**src/rtl/router_mem_arbiter.sv**
```systemverilog
// Round-robin arbiter sharing one packet-buffer port: setup cycle, fixed-length burst, release.
// Optional completed-burst counter on burst_count when MEM_ARB_PERF_EN is defined.
module router_mem_arbiter #(
    parameter int unsigned NUM_REQ    = 4,
    parameter int unsigned ADDR_WIDTH = 10,
    parameter int unsigned BURST_LEN  = 19
) (
    input  logic                          clk,
    input  logic                          rst_n,
    input  logic [NUM_REQ-1:0]            req_rd,
    input  logic [NUM_REQ-1:0]            req_wr,
    input  logic [NUM_REQ*ADDR_WIDTH-1:0] req_addr,
    output logic [NUM_REQ-1:0]            gnt_rd,
    output logic [NUM_REQ-1:0]            gnt_wr,
    output logic                          mem_en,
    output logic                          mem_we,
    output logic [ADDR_WIDTH-1:0]         mem_addr,
    output logic                          burst_last,
    output logic                          busy
`ifdef MEM_ARB_PERF_EN
    ,
    output logic [15:0]                   burst_count
`endif
);

    localparam int unsigned IDX_W  = (NUM_REQ > 1) ? $clog2(NUM_REQ) : 1;
    localparam int unsigned BEAT_W = (BURST_LEN > 1) ? $clog2(BURST_LEN + 1) : 1;
    localparam logic [BEAT_W-1:0] LAST_BEAT = BEAT_W'(BURST_LEN - 1);

    typedef enum logic [1:0] {StIdle, StGrant, StBurst, StRelease} state_e;

    state_e                  state_q, state_d;
    logic [IDX_W-1:0]        winner_q, last_win_q;
    logic                    op_rd_q;
    logic [ADDR_WIDTH-1:0]   addr_q;
    logic [BEAT_W-1:0]       beat_q;

    logic                    arb_found;
    logic [IDX_W-1:0]        arb_idx;
    logic                    arb_rd;
    logic [ADDR_WIDTH-1:0]   arb_addr;
    int unsigned             cand;
    logic                    win_req;
    logic                    granted;
    logic [NUM_REQ-1:0]      gnt_vec;

    // Search starts just after the previous winner and wraps modulo NUM_REQ.
    always_comb begin
        arb_found = 1'b0;
        arb_idx   = '0;
        arb_rd    = 1'b0;
        arb_addr  = '0;
        cand      = 0;
        for (int unsigned k = 0; k < NUM_REQ; k++) begin
            cand = (32'(last_win_q) + 32'd1 + k) % NUM_REQ;
            if (!arb_found && (req_rd[IDX_W'(cand)] || req_wr[IDX_W'(cand)])) begin
                arb_found = 1'b1;
                arb_idx   = IDX_W'(cand);
                arb_rd    = req_rd[IDX_W'(cand)];
                arb_addr  = req_addr[cand*ADDR_WIDTH +: ADDR_WIDTH];
            end
        end
    end

    assign win_req = op_rd_q ? req_rd[winner_q] : req_wr[winner_q];

    always_comb begin
        state_d = state_q;
        unique case (state_q)
            StIdle:    if (arb_found) state_d = StGrant;
            StGrant:   state_d = StBurst;
            StBurst:   if (beat_q == LAST_BEAT || !win_req) state_d = StRelease;
            StRelease: state_d = StIdle;
            default:   state_d = StIdle;
        endcase
    end

    always_ff @(posedge clk or negedge rst_n) begin
        if (!rst_n) begin
            state_q    <= StIdle;
            winner_q   <= '0;
            last_win_q <= IDX_W'(NUM_REQ - 1);
            op_rd_q    <= 1'b0;
            addr_q     <= '0;
            beat_q     <= '0;
        end else begin
            state_q <= state_d;
            unique case (state_q)
                StIdle: begin
                    if (arb_found) begin
                        winner_q <= arb_idx;
                        op_rd_q  <= arb_rd;
                        addr_q   <= arb_addr;
                    end
                end
                StBurst: begin
                    addr_q <= addr_q + ADDR_WIDTH'(1);
                    beat_q <= beat_q + BEAT_W'(1);
                end
                StRelease: begin
                    last_win_q <= winner_q;
                    beat_q     <= '0;
                end
                default: ;
            endcase
        end
    end

    assign granted    = (state_q == StGrant) || (state_q == StBurst);
    assign gnt_vec    = granted ? (NUM_REQ'(1) << winner_q) : '0;
    assign gnt_rd     = op_rd_q ? gnt_vec : '0;
    assign gnt_wr     = op_rd_q ? '0 : gnt_vec;
    assign mem_en     = (state_q == StBurst);
    assign mem_we     = mem_en && !op_rd_q;
    assign mem_addr   = mem_en ? addr_q : '0;
    assign burst_last = mem_en && (beat_q == LAST_BEAT);
    assign busy       = (state_q != StIdle);

`ifdef MEM_ARB_PERF_EN
    logic [15:0] burst_count_q;

    // Aborted bursts still pass through RELEASE, so they are counted too.
    always_ff @(posedge clk or negedge rst_n) begin
        if (!rst_n) begin
            burst_count_q <= '0;
        end else if (state_q == StRelease && burst_count_q != 16'hFFFF) begin
            burst_count_q <= burst_count_q + 16'd1;
        end
    end

    assign burst_count = burst_count_q;
`endif

endmodule

```
**config.mk**
```make
export PLATFORM = sky130hd
export DESIGN_NAME = router_mem_arbiter
export DESIGN_NICKNAME = d
export VERILOG_FILES = /design/src/rtl/router_mem_arbiter.sv
export SDC_FILE = /design/constraint.sdc
export NUM_CORES = 1
export LEC_CHECK = 0
export ABC_AREA = 1
export BUFFER_PORTS_ARGS = -buffer_cell sky130_fd_sc_hd__buf_2
export CAP_MARGIN = 5
export CORE_MARGIN = 2
export CORE_UTILIZATION = 35
export CTS_BUF_LIST = sky130_fd_sc_hd__clkbuf_8 sky130_fd_sc_hd__clkbuf_16
export DETAILED_ROUTE_END_ITERATION = 10
export HOLD_SLACK_MARGIN = 0.1
export SYNTH_ARGS = -nofsm -noshare
export SYNTH_HDL_FRONTEND = slang
export SYNTH_SLANG_ARGS = --single-unit
```
**constraint.sdc**
```tcl
create_clock -name clk -period 2.3 [get_ports clk]
set_clock_uncertainty 0.2 [all_clocks]
set_input_delay 0.115 -clock clk [delete_from_list [all_inputs] [get_ports clk]]
set_output_delay 0.115 -clock clk [all_outputs]
set_load 0.02 [all_outputs]
```
# --- After elaboration in Yosys (flattened, before gate mapping) ---
# Index checks and enable logic that the tools add are counted.
word_totals:
  reg_bits: 22
  in_bits: 50
  out_inout_bits: 22
op_classes:
  n_addsub: 6
  multipliers: 4
  n_lt_le_gt_ge: 5
  eq_ne: 6
  shift: 5
  n_mux: 47
  n_reduce_logical: 23
op_table:
  columns: ["op", "n"]
  rows:
  - ["$shiftx 40x7->10", 4]
  - ["$mux 10", 6]
  - ["$bmux 1 s2", 10]
  - ["$mul 2x3->5 const B", 4]
  - ["$pmux 10 s2", 1]
  - ["$mux 1", 19]
  - ["$lt 2x3->1 const B", 5]
  - ["$mux 2", 6]
  - ["$mux 4", 3]
  - ["$add 10x1->10 const B", 1]
  - ["$pmux 5 s2", 1]
  - ["$pmux 2 s4", 1]
  - ["$logic_or 1x1->1", 6]
  - ["$reduce_and 2->1", 3]
  - ["$reduce_bool 2->1", 3]
  - ["$add 5x1->5 const B", 1]
  - ["$eq 5x5->1 const B", 1]
  - ["$logic_and 1x1->1", 5]
  - ["$logic_not 1->1", 5]
  - ["$add 2x1->2 const B", 2]
  - ["$add 2x2->2 const B", 2]
  - ["$eq 2x2->1 const B", 2]
  - ["$shl 1x2->4 const A", 1]
  - ["$eq 2x1->1 const B", 1]
  - ["other kinds (3)", 3]

# --- Logic depth before layout (Yosys ltp) ---
# Gate-level depths: netlist of the first run.
logic_depth:
  ltp_word: 16
  depth_mapped: 16
  ltp_nobuf: 13

# --- Least setup slack after synthesis of the first run ---
# Ideal clock, no wire load.
synth_path:
  path_type: "register -> register"
  startpoint: "register last_win_q[0]"
  endpoint: "register addr_q[0]"
  arrival_time_ns: 1.726
  t_required_ns: 1.977
  setup_slack_ns: 0.251
  path_stages_with_launch: 15
  n_path_buf: 3
  period_less_slack_ns: 2.049
  path_cell_list: "dfstp_2 > buf_6 > inv_4 > buf_8 > nand2_2 > nand2_2 > nand2_2 > nand2_4 > nor2_8 > buf_2 > nor2_1 > nand2_1 > nand3_1 > o21ai_0 > nand2_1"
synth_via:
  elab_chain_len: 16
  word_cells_on_any_way: 50
  classes_between: "add/sub: 4; mul: 4; eq/ne: 1; shift: 4; mux: 26; reduce/logical: 11"
synth_lines:
  columns: ["element", "line_no", "source"]
  rows:
  - ["from (decl)", "33", "logic [IDX_W-1:0] winner_q, last_win_q;"]
  - ["from (signal assigned)", "82", "last_win_q <= IDX_W'(NUM_REQ - 1);"]
  - ["from (signal assigned)", "101", "last_win_q <= winner_q;"]
  - ["$add 2x1->2 *", "55", "cand = (32'(last_win_q) + 32'd1 + k) % NUM_REQ;"]
  - ["branches (longest 15 deep; another with $mul 2x3->5)", null, null]
  - ["to (signal assigned)", "93", "addr_q <= arb_addr;"]
  - ["to (signal assigned)", "97", "addr_q <= addr_q + ADDR_WIDTH'(1);"]
  - ["to (decl)", "35", "logic [ADDR_WIDTH-1:0] addr_q;"]
# Mark *: on every way between the ends. The select of a mux whose other input is x is not followed.
# A chain may end at the register's enable or synchronous reset.

# --- Final worst setup path of the first run ---
layout_path:
  startpoint: "register last_win_q[0]"
  endpoint: "register addr_q[2]"
# Same word-level chain as after synthesis.

==> results by group, run 1 <==
Yosys
  • Simple-Gate Fraction of Synth Area: 0.4306
  • Syn. warnings: 0
  • Synth Register Bits: 22
  • Multiplexer area fraction after synthesis: 0.04474
  • Distinct cells, synth: 33
  • Post-synth top area cell: nand2_1
  • Cells after Synth: 598
  • Main combinational cell family by area after synthesis: simple AND/OR/NAND/NOR gates
  • Synth Cell Area: approximately 3400 um^2
  • Syn_area_per_cell: ~5.6 um^2
  • Post-synth top area share: 0.2192
  • Xor-xnor portion of the synthesized cell area: 0
  • Adder-cell area share of the yosys netlist: 0.02610
  • Compound-gate portion of the synthesized area: 0.1771
  • Ranking of synthesized cells by area: nand2_1 (22%), dfrtp_1 (15%), o21ai_0 (11%)
  • Syn Nets: 655
  • Post-synthesis sequential area ratio: 0.1648

Clock tree
  • CTS Root Cell: clkbuf_8
  • TritonCTS Buffers: 3
  • H-tree depth: 1
  • TritonCTS clock tree: yes
  • CTS max path bufs: 2
  • Clk Latency, worst-skew pair: about 0.27 ns
  • Clock sink count: 22
  • CTS clock-pin slew for the worst setup and hold paths: 0.09 ns

Placement
  • IO buf count: 71
  • Placer congestion estimate: slightly above 0.9
  • Pre-CTS setup slack: 0.05340 ns
  • Hpwl dp: about 7400 um
  • Cell count after placement: about 800

Global routing
  • First-pass GRT wire length: between 15000 and 20000 um
  • GRT Resource Usage Total: 0.1805
  • Initial antenna violation count: 0
  • Largest net degree at the start of global routing: 32
  • Vias in the first global route: 3385
  • Total congestion overflow: 0

Timing
  • Slew margin rel.: 0.4503
  • Final setup violation count: 0
  • Final hold violations: 0
  • Fmax: approximately 440 MHz
  • RSZ-0062 raised after global routing: yes
  • Crit path time final: about 2.3 ns
  • Worst slew pin tran: roughly 0.8 ns
  • Setup slack after layout: between 0.01 and 0.015 ns
  • Final Cycle Share: 0.9936
  • Post-Route Setup TNS: 0 ns
  • Slew Limit Fails: 0

Power
  • Power Density: approximately 1500 nW/um^2
  • Standby leakage power: about 2.3 nW
  • Peak supply drop: roughly 0.63 mV

Final layout
  • Filler cells: about 1.0k
  • Nets@finish: ~730
  • Non-Filler Instances: around 800
  • Fin util: 0.4454
  • Commonest cells after routing, fill and taps aside: nand2_1 (181), inv_1 (81), o21ai_0 (73), buf_2 (71), nand3_1 (44)
  • Area grow syn2layout: 23.23%
  • # diodes: 0
  • Layout cells sized above 1: 0.2567
  • Commonest non-fill, non-tap cell in the layout: nand2_1

Outcome
  • Run status: completed

Worst setup path
  • CP required: 2.26 ns
  • CP max FO: 8
  • Worst path most repeated cell: nand2_2
  • RR Startpoint: last_win_q[0]
  • Crit start category: flip-flop
  • Slowest library cell on the worst path: dfstp_2
  • WS Path Type: reg2reg
  • Worst path cell trace: buf_6 > nand2_2 > nand2_2 > nand2_2 > nand2_2 > nand2_4 > nor2_8 > nand4_4 > buf_12 > a21oi_4 > a21oi_2
  • FF-to-FF path depth: 11
  • R2R Path End: addr_q[2]
  • Worst Setup End Kind: flip-flop
  • R2R Setup Slk: 0.01 ns
  • CP max stage delay: around 0.65 ns
  • Arr. time, crit path: between 2 and 2.5 ns

Floorplanning
  • Die extent in y: about 100 um
  • Num rows: 35
  • Die ar.: between 10000 and 15000 um^2
  • Starting Density: 0.3615
  • Area of the core: between 9000 and 10000 um^2
  • Boundary Pins: between 70 and 80
  • Die W: ~100 um

Drt
  • Routed len/inst: about 12 um
  • DRC Markers: 0
  • Vias per std cell: around 4.8
  • Detailed Route WL: about 9700 um
  • DR iter-0 viols: approximately 180
  • Drt first pass iters: 4
  • DRT antenna net count: 0
  • Vias: slightly below 4k

Hold path
  • Hold Crit Class: in2async

Run
  • Max Cap Violations: 0
## cell usage after synthesis (all sizes together)
master  count
nand3      47
clkbuf     10
o22ai       5
a211oi      1
a31oi       1
buf        24
nor3        6
nand2     214
mux2i      15
nor3b       1
nor2       42
nand4      13
a21oi      25
o211ai      1
dfrtp      20
ha          7
inv        86
dfstp       2
o21ai      78
## layer usage
layer | global-route usage | up-vias | wire, um | share of wire
met3 | 0.01231 | 10 | 335 | 0.035
li1 | - | 2044 | - | -
met5 | 0 | - | 0 | 0
met4 | 0.01949 | 0 | 61 | 0.0063
met2 | 0.3077 | 85 | 4539 | 0.47
met1 | 0.2595 | 1713 | 4728 | 0.49
## flip-flops by register name, summed over array words and instances (netlist names)
register / flops
state_q: 2
winner_q: 2
last_win_q: 2
addr_q: 10
op_rd_q: 1
beat_q: 5
## report_power, final
part | internal (mW) | switching [mW]
Combinational | 1.86 | 3.28
Sequential | 0.595 | 0.290
Clock | 0.153 | 0.137
## per-stage QoR
| stage | power (mW) | cell area [um^2] | hold WS [ns] |
|---|---|---|---|
| after detailed placement | 5.543 | 3822 | -0.07786 |
| after global placement | 5.482 | 3822 | -0.07552 |
| after floorplan | 4.460 | 3356 | -0.3806 |
| after global routing | 6.990 | 4135 | 0.1931 |
| after CTS | 5.853 | 3887 | 0.1738 |
| final | 6.312 | 4135 | 0.1500 |
## worst max path at each step
stage,startpoint,end,cells past startpoint
2_1_floorplan,last_win_q[0],addr_q[0],14
3_3_place_gp,last_win_q[0],addr_q[0],13
3_5_place_dp,last_win_q[0],addr_q[0],11
4_1_cts,last_win_q[0],addr_q[0],11
5_1_grt,last_win_q[0],addr_q[0],13
6_report,last_win_q[0],addr_q[2],11
## repair_timing
item                       4_1_cts  5_1_grt
hold endpoints to repair        22        0
hold buffers                     1        0
setup endpoints to repair        0       15
gates resized for setup          0       45
buffers inserted                 0        9
## worst max-delay path, delay by kind of cell (launching register included)
family / cells / cell delay, ns
compound gates: 2 / 0.18
buf+inv: 2 / 0.39
flops: 1 / 0.65
simple gates: 7 / 0.75
## area by class of cell
cell class | instances | area [um^2] | share of cell area
clock buffer | 4 | 55.05 | 0.01331
inverter | 86 | 327.8 | 0.07927
multi-input combinational | 457 | 2427 | 0.5870
sequential | 22 | 553.0 | 0.1337
tap | 129 | 161.4 | 0.03903
timing repair buffer | 101 | 610.6 | 0.1477
## logic make-up (layout without fill, tap and decap cells)
family          after synthesis  in the layout
compound gates              111            111
buf+inv                     120            191
fa+ha+maj                     7              7
mux                          15             15
flops                        22             22
simple gates                323            324
No activity file was read; power rests on OpenSTA's default activity.
==> inputs of run 2 (changes only) <==
- CORE_ASPECT_RATIO: default -> 0.8
==> results by group, run 2 (same netlist as run 1, synthesis figures left out) <==
Timing
  • Final hold violations: 0 (unchanged)
  • Worst hold slack: 0.1563 ns (was 0.1500 ns)
  • Slew Limit Fails: 0 (unchanged)
  • Setup slack after layout: 0.1522 ns (was 0.01461 ns)
  • Worst slew pin tran: 0.5084 ns (was 0.8225 ns)
  • Fmax: 465.6 MHz (was 437.6 MHz)
  • Final Cycle Share: 0.9338 (was 0.9936)
  • Slew margin rel.: 0.6610 (was 0.4503)
  • Final setup violation count: 0 (unchanged)
  • Crit path time final: 2.148 ns (was 2.285 ns)

Final layout
  • Largest registers: addr_q (10), beat_q (5) (unchanged)
  • Multi-input gate area: 2307 um^2 (was 2427 um^2)
  • Largest reg by FF count: addr_q (unchanged)
  • Sequential cell area: 553.0 um^2 (unchanged)
  • Nets@finish: 721 (was 728)
  • Non-Filler Instances: 778 (was 799)
  • Area grow syn2layout: 19.46% (was 23.23%)
  • # diodes: 0 (unchanged)
  • Max reg flops: 10 (unchanged)
  • Layout cells sized above 1: 0.2187 (was 0.2567)
  • Commonest cells after routing, fill and taps aside: nand2_1 (194), inv_1 (82), o21ai_0 (74), buf_2 (71), nand3_1 (45) (was nand2_1 (181), inv_1 (81), o21ai_0 (73), buf_2 (71), nand3_1 (44))
  • Commonest non-fill, non-tap cell in the layout: nand2_1 (unchanged)
  • Filler cells: 993 (was 1009)
  • Fin area: 4009 um^2 (was 4135 um^2)

Worst setup path
  • Crit. path cell count: 10 (was 11)
  • CP delay by family, top: simple AND/OR/NAND/NOR gates (unchanged)
  • R2R Setup Slk: 0.15 ns (was 0.01 ns)
  • Slowest library cell on the worst path: dfstp_2 (unchanged)
  • FF-to-FF path depth: 10 (was 11)
  • Worst path cell trace: inv_6 > nand2_2 > nand2_4 > nand2_1 > nand2_2 > nor2_8 > nand4_4 > buf_4 > a21oi_1 > a21oi_2 (was buf_6 > nand2_2 > nand2_2 > nand2_2 > nand2_2 > nand2_4 > nor2_8 > nand4_4 > buf_12 > a21oi_4 > a21oi_2)
  • RR Startpoint: last_win_q[0] (unchanged)
  • CP max stage delay: 0.62 ns (was 0.65 ns)
  • Arr. time, crit path: 2.09 ns (was 2.25 ns)
  • CP max FO: 16 (was 8)
  • CP Buf/Inv Count: 2 (unchanged)
  • Crit start category: flip-flop (unchanged)
  • WS Path Type: reg2reg (unchanged)
  • Worst path most repeated cell: nand2_2 (unchanged)
  • Worst Setup End Kind: flip-flop (unchanged)
  • R2R Path End: addr_q[2] (unchanged)
  • CP required: 2.24 ns (was 2.26 ns)

Placement
  • Pre-CTS setup slack: 0.06101 ns (was 0.05340 ns)
  • Cell count after placement: 769 (was 784)
  • Placed cell areas: 3797 um^2 (was 3822 um^2)
  • Hpwl dp: 7347 um (was 7361 um)
  • IO buf count: 71 (unchanged)
  • Placer congestion estimate: 0.8506 (was 0.9186)

Drt
  • Vias per std cell: 4.965 (was 4.821)
  • DRC Markers: 0 (unchanged)
  • Routed len/inst: 12.23 um (was 12.10 um)
  • DR iter-0 viols: 239 (was 183)
  • Drt first pass iters: 5 (was 4)
  • DRT antenna net count: 0 (unchanged)
  • Detailed Route WL: 9513 um (was 9664 um)
  • Vias: 3863 (was 3852)

Global routing
  • GRT Resource Usage Total: 0.1772 (was 0.1805)
  • Vias in the first global route: 3334 (was 3385)
  • Total congestion overflow: 0 (unchanged)
  • Largest net degree at the start of global routing: 54 (was 32)
  • First-pass GRT wire length: 15390 um (was 15640 um)
  • Initial antenna violation count: 0 (unchanged)

Floorplanning
  • Num rows: 31 (was 35)
  • Die W: 113.5 um (was 101.9 um)
  • Die ar.: 10390 um^2 (about the same)
  • Area of the core: 9193 um^2 (was 9284 um^2)
  • Starting Density: 0.3650 (was 0.3615)
  • Die extent in y: 91.58 um (was 101.9 um)
  • Boundary Pins: 72 (unchanged)

Clock tree
  • H-tree depth: 1 (unchanged)
  • Clock sink count: 22 (unchanged)
  • TritonCTS Buffers: 3 (unchanged)
  • Clk Latency, worst-skew pair: 0.26 ns (was 0.27 ns)
  • CTS Root Cell: clkbuf_16 (was clkbuf_8)
  • CTS clock-pin slew for the worst setup and hold paths: 0.06 ns (was 0.09 ns)
  • TritonCTS clock tree: yes (unchanged)
  • CTS max path bufs: 2 (unchanged)

Power
  • Standby leakage power: 2.301 nW (was 2.330 nW)
  • Power Density: 1562 nW/um^2 (was 1526 nW/um^2)
  • Peak supply drop: 0.4059 mV (was 0.6284 mV)

Outcome
  • Run status: completed (unchanged)

Run
  • Max Cap Violations: 0 (unchanged)

Hold path
  • Hold Crit Class: in2async (unchanged)
[run 2: repair_timing]
item                                    CTS  global route
buffers inserted                          0             3
resized for setup                         0            21
hold endpoints to repair                 22             0
endpoints found under the setup margin    0            13
hold buffers                              1             0
[run 2: through the flow]
stage          setup TNS, ns  power, mW    util
6_report                   0      6.261  0.4361
5_1_grt             -0.03046      6.937  0.4361
4_1_cts                    0      6.018  0.4256
3_5_place_dp               0      5.513  0.4131
3_3_place_gp               0      5.453  0.4131
2_1_floorplan              0      4.460       -
[run 2: layout make-up]
type / instances / share of cell area
timing repair buffer: 95 / 0.1426
multi-input combinational: 456 / 0.5755
sequential: 22 / 0.1380
tap: 115 / 0.03589
clock inverter: 1 / 0.007491
inverter: 86 / 0.08177
clock buffer: 3 / 0.01873
[run 2: power by group]
| part | switching, mW | total, mW | internal, mW |
|---|---|---|---|
| Clock | 0.143 | 0.488 | 0.346 |
| Sequential | 0.248 | 0.844 | 0.597 |
| Combinational | 3.20 | 4.93 | 1.73 |
[run 2: worst reg2reg max path, stage by stage, from the launching register on]
cell and delay, ns:
dfstp_2 0.62, inv_6 0.10, nand2_2 0.09, nand2_4 0.08, nand2_1 0.08, nand2_2 0.09, nor2_8 0.21, nand4_4 0.17
buf_4 0.19, a21oi_1 0.17, a21oi_2 0.04
[run 2: how the worst max path moves through the flow]
stage	startpoint	to	slack, ns
3_5_place_dp	last_win_q[0]	addr_q[0]	0.06
6_report	last_win_q[0]	addr_q[2]	0.15
2_1_floorplan	last_win_q[0]	addr_q[0]	0.25
4_1_cts	last_win_q[0]	addr_q[0]	0.04
5_1_grt	last_win_q[0]	addr_q[9]	-0.02
3_3_place_gp	last_win_q[0]	addr_q[0]	0.11
[run 2: per-layer routing]
metal / GRT usage / up-vias / share of wire
met2: 0.3044 / 102 / 0.45
met1: 0.2490 / 1728 / 0.49
met5: 0 / - / 0
met3: 0.01535 / 6 / 0.050
li1: - / 2027 / -
met4: 0.02033 / 0 / 0.0058
==> inputs of run 3 (changes only) <==
- CORE_ASPECT_RATIO: 0.8 -> 0.6
==> results by group, run 3 (same netlist as run 1, synthesis figures left out) <==
Global routing
  • Initial antenna violation count: 0 (unchanged)
  • GRT Resource Usage Total: 0.1958 (was 0.1772)
  • Total congestion overflow: 0 (unchanged)
  • Vias in the first global route: 3545 (was 3334)
  • First-pass GRT wire length: 16660 um (was 15390 um)
  • Largest net degree at the start of global routing: 53 (was 54)

Timing
  • Slew margin rel.: 0.6640 (was 0.6610)
  • Slew Limit Fails: 0 (unchanged)
  • Final Cycle Share: 0.9622 (was 0.9338)
  • Setup slack after layout: 0.08688 ns (was 0.1522 ns)
  • Worst slew pin tran: 0.5040 ns (was 0.5084 ns)
  • Final setup violation count: 0 (unchanged)
  • Final hold violations: 0 (unchanged)
  • Post-Route Setup TNS: 0 ns (unchanged)
  • Crit path time final: 2.213 ns (was 2.148 ns)
  • Fmax: 451.9 MHz (was 465.6 MHz)

Run
  • Max Cap Violations: 0 (unchanged)

Worst setup path
  • CP max FO: 18 (was 16)
  • CP max stage delay: 0.63 ns (was 0.62 ns)
  • Slowest library cell on the worst path: dfstp_2 (unchanged)
  • CP Buf/Inv Count: 4 (was 2)
  • Worst Setup End Kind: flip-flop (unchanged)
  • Crit start category: flip-flop (unchanged)
  • CP required: 2.25 ns (was 2.24 ns)
  • WS Path Type: reg2reg (unchanged)
  • Arr. time, crit path: 2.16 ns (was 2.09 ns)
  • CP delay by family, top: simple AND/OR/NAND/NOR gates (unchanged)
  • Worst path cell trace: buf_4 > inv_4 > nand2_2 > nand3_1 > nand2_2 > nand2_4 > nor2_8 > buf_8 > nand4_1 > nand2_1 > inv_1 > nand2_1 > a21oi_2 (was inv_6 > nand2_2 > nand2_4 > nand2_1 > nand2_2 > nor2_8 > nand4_4 > buf_4 > a21oi_1 > a21oi_2)

Power
  • Net Sw Frac: 0.5782 (was 0.5728)
  • P_sw: 3.649 mW (was 3.587 mW)
  • Peak supply drop: 0.4168 mV (was 0.4059 mV)
  • Final Total Pwr: 6.310 mW (was 6.261 mW)
  • Pint: 2.662 mW (was 2.675 mW)
  • Standby leakage power: 2.304 nW (was 2.301 nW)
  • Power Density: 1562 nW/um^2 (about the same)
  • Register share of total power: 0.137 (was 0.135)
  • Clock Power Share: 0.079 (was 0.078)
  • Combinational share of power: 0.784 (was 0.787)

Floorplanning
  • Die extent in y: 79.85 um (was 91.58 um)
  • Die W: 130.4 um (was 113.5 um)
  • Num rows: 27 (was 31)
  • Starting Density: 0.3625 (was 0.3650)
  • Boundary Pins: 72 (unchanged)
  • Die ar.: 10410 um^2 (was 10390 um^2)
  • Area of the core: 9256 um^2 (was 9193 um^2)

Clock tree
  • Clk Latency, worst-skew pair: 0.26 ns (about the same)
  • TritonCTS clock tree: yes (unchanged)
  • CTS max path bufs: 2 (unchanged)
  • H-tree depth: 1 (unchanged)
  • CTS clock-pin slew for the worst setup and hold paths: 0.06 ns (about the same)
  • CTS Root Cell: clkbuf_16 (unchanged)
  • Clock sink count: 22 (unchanged)
  • TritonCTS Buffers: 3 (unchanged)

Placement
  • IO buf count: 71 (unchanged)
  • Placer congestion estimate: 0.9797 (was 0.8506)
  • Placed cell areas: 3829 um^2 (was 3797 um^2)
  • Hpwl dp: 7858 um (was 7347 um)
  • Pre-CTS setup slack: 0.1071 ns (was 0.06101 ns)

Final layout
  • Nets@finish: 721 (unchanged)
  • Fin area: 4039 um^2 (was 4009 um^2)
  • Layout cells sized above 1: 0.2202 (was 0.2187)
  • Area grow syn2layout: 20.36% (was 19.46%)
  • Largest reg by FF count: addr_q (unchanged)
  • Max reg flops: 10 (unchanged)
  • Largest registers: addr_q (10), beat_q (5) (unchanged)
  • Fin util: 0.4363 (was 0.4361)
  • Commonest non-fill, non-tap cell in the layout: nand2_1 (unchanged)
  • Commonest cells after routing, fill and taps aside: nand2_1 (193), inv_1 (82), o21ai_0 (73), buf_2 (71), nand3_1 (45) (was nand2_1 (194), inv_1 (82), o21ai_0 (74), buf_2 (71), nand3_1 (45))
  • # diodes: 0 (unchanged)

Drt
  • Routed len/inst: 12.70 um (was 12.23 um)
  • Detailed Route WL: 10070 um (was 9513 um)
  • Vias: 4032 (was 3863)
  • Vias per std cell: 5.084 (was 4.965)
  • DRC Markers: 0 (unchanged)
  • DR iter-0 viols: 354 (was 239)
  • DRT antenna net count: 0 (unchanged)
  • Drt first pass iters: 5 (unchanged)

Outcome
  • Run status: completed (unchanged)

Hold path
  • Hold Crit Class: in2async (unchanged)
run 3: final timing paths:
path	from	to	slack (ns)	cells after the start
max	last_win_q[0]	addr_q[4]	0.09	13
min reg2reg	state_q[0]	state_q[0]	0.34	2
max reg2reg	last_win_q[0]	addr_q[4]	0.09	13
min in group clk	req_addr[0]	addr_q[0]	0.25	7
min	rst_n	beat_q[4]	0.15	2
max in group asynchronous	rst_n	last_win_q[0]	1.39	2
run 3: layer usage:
layer	vias to the layer above	track usage	wire length (um)
met2	154	0.3073	4227
li1	2031	-	-
met1	1837	0.2913	5001
met3	10	0.02614	755
met5	-	0	0
met4	0	0.02660	89
run 3: through the flow:
step                std cells  hold WS [ns]
floorplan                 598       -0.3806
global placement          784      -0.08072
detailed placement        784      -0.07545
CTS                       789        0.1809
global route              793        0.2169
finish                    793        0.1517
run 3: power by group through the flow:
| stage | registers [mW] | clock network, mW | logic, mW |
|---|---|---|---|
| after global routing | 0.899 | 0.517 | 5.60 |
| final | 0.864 | 0.498 | 4.95 |
| after floorplan | 0.759 | 0 | 3.70 |
| after CTS | 0.854 | 0.502 | 4.74 |
| after global placement | 0.847 | 0 | 4.64 |
| after detailed placement | 0.858 | 0 | 4.72 |
run 3: layout make-up:
type,instances,area (um^2)
Timing Repair inverter,1,6.256
Fill cell,1017,5218
Clock buffer,3,75.07
Sequential cell,22,553.0
Tap cell,130,162.7
Inverter,86,327.8
Clock inverter,1,30.03
Timing Repair Buffer,94,573.1
Multi-Input combinational cell,456,2311
run 3: what timing repair did:
action / CTS / global route
hold buffers: 1 / 0
endpoints found under the hold margin: 22 / 0
buffers inserted: 0 / 3
gates resized for setup: 0 / 23
endpoints found under the setup margin: 0 / 12
